**src/rtl/nlm_pkg.sv**
```systemverilog
// ---------------------------------------------------------------------------
// nlm_pkg
// Shared definitions for the NLM simple-dual-port line-store SRAM:
//   - default data and address widths
//   - read latency from an accepted rden_i to rdvalid_o
//   - FSM state encoding for the post-reset clear sweep
// ---------------------------------------------------------------------------
package nlm_pkg;

    localparam int NLM_DATA_WIDTH   = 16;
    localparam int NLM_ADDR_WIDTH   = 8;
    localparam int NLM_READ_LATENCY = 2;

    // INIT clears the array one word per cycle; READY serves the line-store
    typedef enum logic {
        INIT  = 1'b0,
        READY = 1'b1
    } state_e;

endpackage

```
**src/rtl/nlm_sdp_ram_core.sv**
```systemverilog
// ---------------------------------------------------------------------------
// nlm_sdp_ram_core
// Plain storage array with one write port and one registered read port.
// No reset and no bypass logic, so it can be replaced by a foundry macro.
// On a same-address read/write the read returns the old word (read-first).
//
// Ports:
//   clk      in   clock, rising edge
//   we_i     in   write enable
//   waddr_i  in   write address
//   wdata_i  in   write data
//   re_i     in   read enable; rdata_o updates on the same edge
//   raddr_i  in   read address
//   rdata_o  out  registered read data
// ---------------------------------------------------------------------------
module nlm_sdp_ram_core #(
    parameter int DATA_WIDTH = 16,
    parameter int ADDR_WIDTH = 8
) (
    input  logic                  clk,
    input  logic                  we_i,
    input  logic [ADDR_WIDTH-1:0] waddr_i,
    input  logic [DATA_WIDTH-1:0] wdata_i,
    input  logic                  re_i,
    input  logic [ADDR_WIDTH-1:0] raddr_i,
    output logic [DATA_WIDTH-1:0] rdata_o
);

    localparam int DEPTH = 2 ** ADDR_WIDTH;

    logic [DATA_WIDTH-1:0] mem_q [DEPTH];
    logic [DATA_WIDTH-1:0] rdata_q;

    // Write and registered read share one edge; the non-blocking read of
    // mem_q naturally returns the pre-write word on an address collision.
    always_ff @(posedge clk) begin
        if (we_i) begin
            mem_q[waddr_i] <= wdata_i;
        end
        if (re_i) begin
            rdata_q <= mem_q[raddr_i];
        end
    end

    assign rdata_o = rdata_q;

endmodule

```
**src/rtl/nlm_sdp_sram.sv**
```systemverilog
// ---------------------------------------------------------------------------
// nlm_sdp_sram
// Simple-dual-port SRAM for the NLM line store. After reset an INIT sweep
// writes zero to every address (one per cycle) before READY accepts traffic.
// Reads have a two-stage pipeline: array read register, then output register.
//
// Optional feature: define NLM_SRAM_BYPASS_EN for write-first behaviour on a
// same-cycle, same-address read/write; otherwise the old word is returned.
//
// Ports:
//   clk          in   clock, rising edge
//   rstn         in   synchronous reset, active HIGH despite the name
//   wren_i       in   write enable
//   wraddr_i     in   write address
//   wrdata_i     in   write data
//   rden_i       in   read request
//   rdaddr_i     in   read address
//   rddata_o     out  read data, held while rdvalid_o is low
//   rdvalid_o    out  one-cycle qualifier, two cycles after an accepted read
//   init_busy_o  out  high during the clear sweep
//   req_err_o    out  pulse the cycle after a request dropped during the sweep
// ---------------------------------------------------------------------------
module nlm_sdp_sram
    import nlm_pkg::*;
#(
    parameter int DATA_WIDTH = NLM_DATA_WIDTH,
    parameter int ADDR_WIDTH = NLM_ADDR_WIDTH
) (
    input  logic                  clk,
    input  logic                  rstn,
    input  logic                  wren_i,
    input  logic [ADDR_WIDTH-1:0] wraddr_i,
    input  logic [DATA_WIDTH-1:0] wrdata_i,
    input  logic                  rden_i,
    input  logic [ADDR_WIDTH-1:0] rdaddr_i,
    output logic [DATA_WIDTH-1:0] rddata_o,
    output logic                  rdvalid_o,
    output logic                  init_busy_o,
    output logic                  req_err_o
);

    localparam int DEPTH = 2 ** ADDR_WIDTH;
    localparam logic [ADDR_WIDTH:0] CNT_LAST = (ADDR_WIDTH + 1)'(DEPTH - 1);
    localparam logic [ADDR_WIDTH:0] CNT_ONE  = (ADDR_WIDTH + 1)'(1);

    state_e                state_q;
    logic [ADDR_WIDTH:0]   initCnt_q;
    logic                  reqErr_q;

    logic                  ramWe;
    logic                  ramRe;
    logic [ADDR_WIDTH-1:0] ramWaddr;
    logic [DATA_WIDTH-1:0] ramWdata;
    logic [DATA_WIDTH-1:0] ramRdata;

    logic                  rdValid1_q;
    logic                  rdvalid_q;
    logic [DATA_WIDTH-1:0] rddata_q;
    logic [DATA_WIDTH-1:0] rddata_d;

    // Array port steering: the sweep owns the write port during INIT and
    // external requests are dropped; nothing touches the array while reset
    // is asserted so an in-flight read cannot restart the pipeline.
    always_comb begin
        ramWe    = 1'b0;
        ramRe    = 1'b0;
        ramWaddr = wraddr_i;
        ramWdata = wrdata_i;
        if (!rstn) begin
            if (state_q == INIT) begin
                ramWe    = 1'b1;
                ramWaddr = initCnt_q[ADDR_WIDTH-1:0];
                ramWdata = '0;
            end else begin
                ramWe = wren_i;
                ramRe = rden_i;
            end
        end
    end

    // Sweep FSM. The counter has one spare bit so reaching DEPTH never wraps
    // back onto address 0; the move to READY happens on the edge that writes
    // the last address, so INIT lasts exactly DEPTH cycles.
    always_ff @(posedge clk) begin
        if (rstn) begin
            state_q   <= INIT;
            initCnt_q <= '0;
            reqErr_q  <= 1'b0;
        end else begin
            case (state_q)
                INIT: begin
                    reqErr_q  <= wren_i | rden_i;
                    initCnt_q <= initCnt_q + CNT_ONE;
                    if (initCnt_q == CNT_LAST) begin
                        state_q <= READY;
                    end
                end
                READY: begin
                    reqErr_q <= 1'b0;
                end
                default: begin
                    state_q  <= INIT;
                    reqErr_q <= 1'b0;
                end
            endcase
        end
    end

    nlm_sdp_ram_core #(
        .DATA_WIDTH (DATA_WIDTH),
        .ADDR_WIDTH (ADDR_WIDTH)
    ) u_core (
        .clk     (clk),
        .we_i    (ramWe),
        .waddr_i (ramWaddr),
        .wdata_i (ramWdata),
        .re_i    (ramRe),
        .raddr_i (rdaddr_i),
        .rdata_o (ramRdata)
    );

`ifdef NLM_SRAM_BYPASS_EN
    logic                  collide1_q;
    logic [DATA_WIDTH-1:0] bypData_q;

    // Remember a same-address collision alongside stage 1 so stage 2 can
    // substitute the freshly written word for the array's old word.
    always_ff @(posedge clk) begin
        if (rstn) begin
            collide1_q <= 1'b0;
            bypData_q  <= '0;
        end else begin
            collide1_q <= ramRe & ramWe & (wraddr_i == rdaddr_i);
            bypData_q  <= wrdata_i;
        end
    end

    assign rddata_d = collide1_q ? bypData_q : ramRdata;
`else
    assign rddata_d = ramRdata;
`endif

    // Read pipeline: stage 1 valid tracks the array read register, stage 2
    // is the output register, which only loads when stage 1 holds a read.
    always_ff @(posedge clk) begin
        if (rstn) begin
            rdValid1_q <= 1'b0;
            rdvalid_q  <= 1'b0;
            rddata_q   <= '0;
        end else begin
            rdValid1_q <= ramRe;
            rdvalid_q  <= rdValid1_q;
            if (rdValid1_q) begin
                rddata_q <= rddata_d;
            end
        end
    end

    assign rddata_o    = rddata_q;
    assign rdvalid_o   = rdvalid_q;
    assign init_busy_o = (state_q == INIT);
    assign req_err_o   = reqErr_q;

endmodule

```
**config.mk**
```make
export PLATFORM = sky130hd
export DESIGN_NAME = nlm_sdp_sram
export DESIGN_NICKNAME = d
export VERILOG_FILES = /design/src/rtl/nlm_pkg.sv /design/src/rtl/nlm_sdp_ram_core.sv /design/src/rtl/nlm_sdp_sram.sv
export SDC_FILE = /design/constraint.sdc
export NUM_CORES = 2
export LEC_CHECK = 0
export ABC_AREA = 1
export CORE_MARGIN = 1
export CORE_UTILIZATION = 45
export DETAILED_ROUTE_END_ITERATION = 10
export PLACE_DENSITY = 0.57
export SLEW_MARGIN = 15
export SYNTH_ARGS = -nofsm -noshare
export SYNTH_HDL_FRONTEND = slang
export SYNTH_SLANG_ARGS = --single-unit
```
**constraint.sdc**
```tcl
create_clock -name clk -period 13.38 [get_ports clk]
set_input_delay 2.676 -clock clk [delete_from_list [all_inputs] [get_ports clk]]
set_output_delay 2.676 -clock clk [all_outputs]
set_load 0.02 [all_outputs]
```
==> impl_metrics.tcl <==
set metrics [dict create \
    run_status "finished, final reports clean" \
    root_buffer "clkbuf_16" \
    grt_pass1_vias 104000 \
    p_per_area_nw_per_um2 147 \
    period_needed_ps 6960 \
    hpwl_um 269000 \
    synth-edff-count 4112 \
    pre_cts_slack_ps 5610 \
    finalSetupViolCount 0 \
    chipHeight_um 611 \
    wl_per_cell_um 26.4 \
    setup_slack_ps 6420 \
    cts_buffer_depth 4 \
    drc 0 \
    power.share.sequential 0.522 \
    cts_buffers 428 \
    antenna_found_initial 10 \
    cp-start-kind "input port" \
    slowest_delay_ps 640 \
    synth_top_flop_cell "edfxtp_1" \
    cts_setup_buffers 0 \
    tns_ps 0 \
    p_sw_mw 6.26 \
    max_slew_margin 0.0376 \
    cts.htree.levels 5 \
    cts_resized 0 \
    cp_max_fo 183 \
    drt_pre_antenna_iters 6 \
    synth_top_area_share 0.741 \
    critical_path.slowest_cell "buf_4" \
    critPathRequiredTime_ps 14160 \
    crit_buf_inv 4 \
    synth_seq_cells 4141 \
    ir_worst_vdd_mv 0.120 \
    rsz0062_at_grt "no" \
    power_leakage_nw 64.9 \
    grt_max_degree 203 \
    synthCells 13800 \
    coreArea_um2 369000 \
    clock_power_share 0.417 \
    p_comb_frac 0.061 \
    drive_gt1_frac 0.0761 \
    post-route-period-util 0.520 \
    layout.nets 13800 \
    die-area_um2 373000 \
    cts_hold_buf 0 \
    synth_area_um2 167000 \
    dr.first_iter.drc_count 13700 \
    crit_arrival_ps 7740 \
    finalClockSkew_ps 54.4 \
    crit_chain "buf_16 -> buf_4 -> buf_4 -> buf_12 -> nand2_1 -> nand3_1 -> nand3_1 -> nand3_1 -> nand3_1 -> nand3_1 -> nand3_1 -> nand2_1 -> nand2_1 -> nand2_1" \
    cpMostUsedCell "nand3_1" \
    swShare 0.229 \
    grt_pass1_wl_um 726000 \
    clock.fmax_ghz 0.144 \
    cts.sinks 4141 \
    grt_use_total 0.264 \
    syn_avg_cell_area_um2 12.1 \
    ys_types 29 \
    ant_nets 0 \
    num-fill-cells 31900 \
    seq_area_frac_synth 0.745 \
    crit_type "in -> reg" \
    critPathCaptureType "flop" \
    overflow 0 \
    hold_violations 0 \
    tritoncts "done" \
    yosysTopAreaCell "edfxtp_1" \
    p_int_mw 21.1 \
    io_pins 55 \
    num_vias 110000 \
    maxSlewViolCount 0 \
    finalWeightedCongestion 0.904 \
    worst_pin_slew_ps 1440 \
    synth-async-reset-ratio 0 \
    hp-class "reg -> reg" \
    fp.dieW_um 611 \
    io_buffers 54 \
    drv_cap 0 \
    clock_latency_ps 990 \
    synthTopCellsByArea "edfxtp_1 (74%), nand3_1 (12%), nand2_1 (9.5%), buf_2 (1.6%), nor2_1 (0.76%)" \
    clkTransAtPathRegs_ps 60 \
    vias_per_cell 5.76 \
    initial_core_util 0.452 \
    crit_family "simple AND/OR/NAND/NOR gates" \
    syn_nets 13800 \
    yosys_warnings 0 \
    wl_um 503000 \
    rows 223 \
    synthToLayoutAreaGrowth_pct 11.5 \
]
==> per-layer routing <==
metal  part of all wire  GRT usage  routed length [um]  vias up
li1                   -          -                   -    49100
met1               0.40      0.363              203000    54700
met2               0.46      0.414              232000     5087
met3              0.090     0.0492               45400      877
met4              0.046      0.112               23000        0
met5                  0          0                   0        -
==> sequential cells by signal, indices dropped and copies added, names as in the netlist <==
signal	cells
u_core.rdata_o	16
u_core.mem_q	4096
initCnt_q	9
rddata_o	16
state_q	1
rdvalid_o	1
rdValid1_q	1
req_err_o	1
==> synthesized netlist by cell type, types with 2 or more instances <==
cell type	number
o21ai_4	3
nand3_1	4034
o21ai_0	23
buf_4	84
nor2_1	336
buf_2	548
dfxtp_1	29
buf_1	131
nand4_1	2
nand2_1	4208
inv_2	11
clkbuf_1	180
nor2_2	5
o21ai_2	4
inv_1	58
ha_1	2
nor2_4	6
nor3_1	4
edfxtp_1	4112
nand2_2	12
a21oi_1	6
==> layout make-up <==
type / count / area, um2 / share of cell area
inverter: 71 / 308 / 0.00166
timing repair buffer: 445 / 4020 / 0.0216
antenna: 11 / 27.5 / 0.000148
multi-input combinational: 8650 / 38000 / 0.205
clock buffer: 548 / 11300 / 0.0610
clock inverter: 230 / 1840 / 0.00993
sequential: 4141 / 124000 / 0.668
tap: 4950 / 6190 / 0.0333
==> stage by stage <==
| step | cells | cell area (um2) | total power [mW] | util | hold slack, ps |
|---|---|---|---|---|---|
| 6_report | 19000 | 186000 | 27.4 | 0.504 | 496 |
| 5_1_grt | 19000 | 186000 | 28.1 | 0.504 | 534 |
| 4_1_cts | 19000 | 186000 | 27.5 | 0.503 | 498 |
| 3_5_place_dp | 18300 | 173000 | 16.2 | 0.468 | 474 |
| 3_3_place_gp | 18300 | 173000 | 16.2 | 0.468 | 479 |
| 2_1_floorplan | 13800 | 167000 | 15.6 | - | 447 |
==> power groups by stage <==
stage | logic [mW] | clock network, mW | registers (mW)
4_1_cts | 1.65 | 11.6 | 14.3
3_3_place_gp | 1.62 | 0 | 14.6
6_report | 1.67 | 11.4 | 14.3
2_1_floorplan | 0.965 | 0 | 14.6
3_5_place_dp | 1.64 | 0 | 14.6
5_1_grt | 1.78 | 12.1 | 14.3
==> logic make-up (layout without fill, tap and decap cells) <==
logic type                 count (synthesis)  in the layout  synth area share
and+or+nand+nor                         8610           8610             0.225
DFF                                     4141           4141             0.745
AOI/OAI and AO/OA                         38             38           0.00144
other                                      0             11                 0
buffers and inverters                   1015           1294            0.0289
adders and majority gates                  2              2          0.000150
==> worst paths after layout <==
path                             endpoint  slack (ps)                      start  cells past startpoint
max           u_core.rdata_o[5]$_DFFE_PP_        6420                rdaddr_i[0]                     14
min             initCnt_q[8]$_SDFFE_PP0N_         500  initCnt_q[8]$_SDFFE_PP0N_                      2
max reg2reg  u_core.mem_q[1][3]$_DFFE_PP_        9130         state_q$_SDFF_PP0_                      9
min reg2reg     initCnt_q[8]$_SDFFE_PP0N_         500  initCnt_q[8]$_SDFFE_PP0N_                      2
==> tightest hold or removal path, delay by kind of cell, from the launching register on <==
| kind | cells | cell delay (ps) |
|---|---|---|
| flip-flops | 1 | 300 |
| AO/OA/AOI/OAI | 1 | 80 |
| buffers and inverters | 1 | 60 |
==> layout by cell type (no fill, tap or decap), types with 2 or more instances in the layout <==
master	n
diode_2	11
inv_16	4
clkbuf_1	110
buf_8	3
o21ai_0	23
buf_16	3
clkinv_1	109
nor2_1	283
inv_2	10
o21ai_2	4
bufinv_16	27
clkdlybuf4s50_1	47
buf_12	38
clkinv_4	2
nand3_1	4034
dfxtp_1	29
buf_4	352
inv_8	3
nor2_4	24
ha_1	2
inv_1	55
clkinvlp_4	7
o21ai_4	3
clkinv_2	69
nand2_1	4194
nand4_1	2
clkbuf_16	435
nand2_2	25
inv_6	10
nor3_1	4
a21oi_1	6
edfxtp_1	4112
clkinv_8	4
clkbuf_8	3
nor2_2	40
Note: power is estimated with default switching activity, not from simulation.
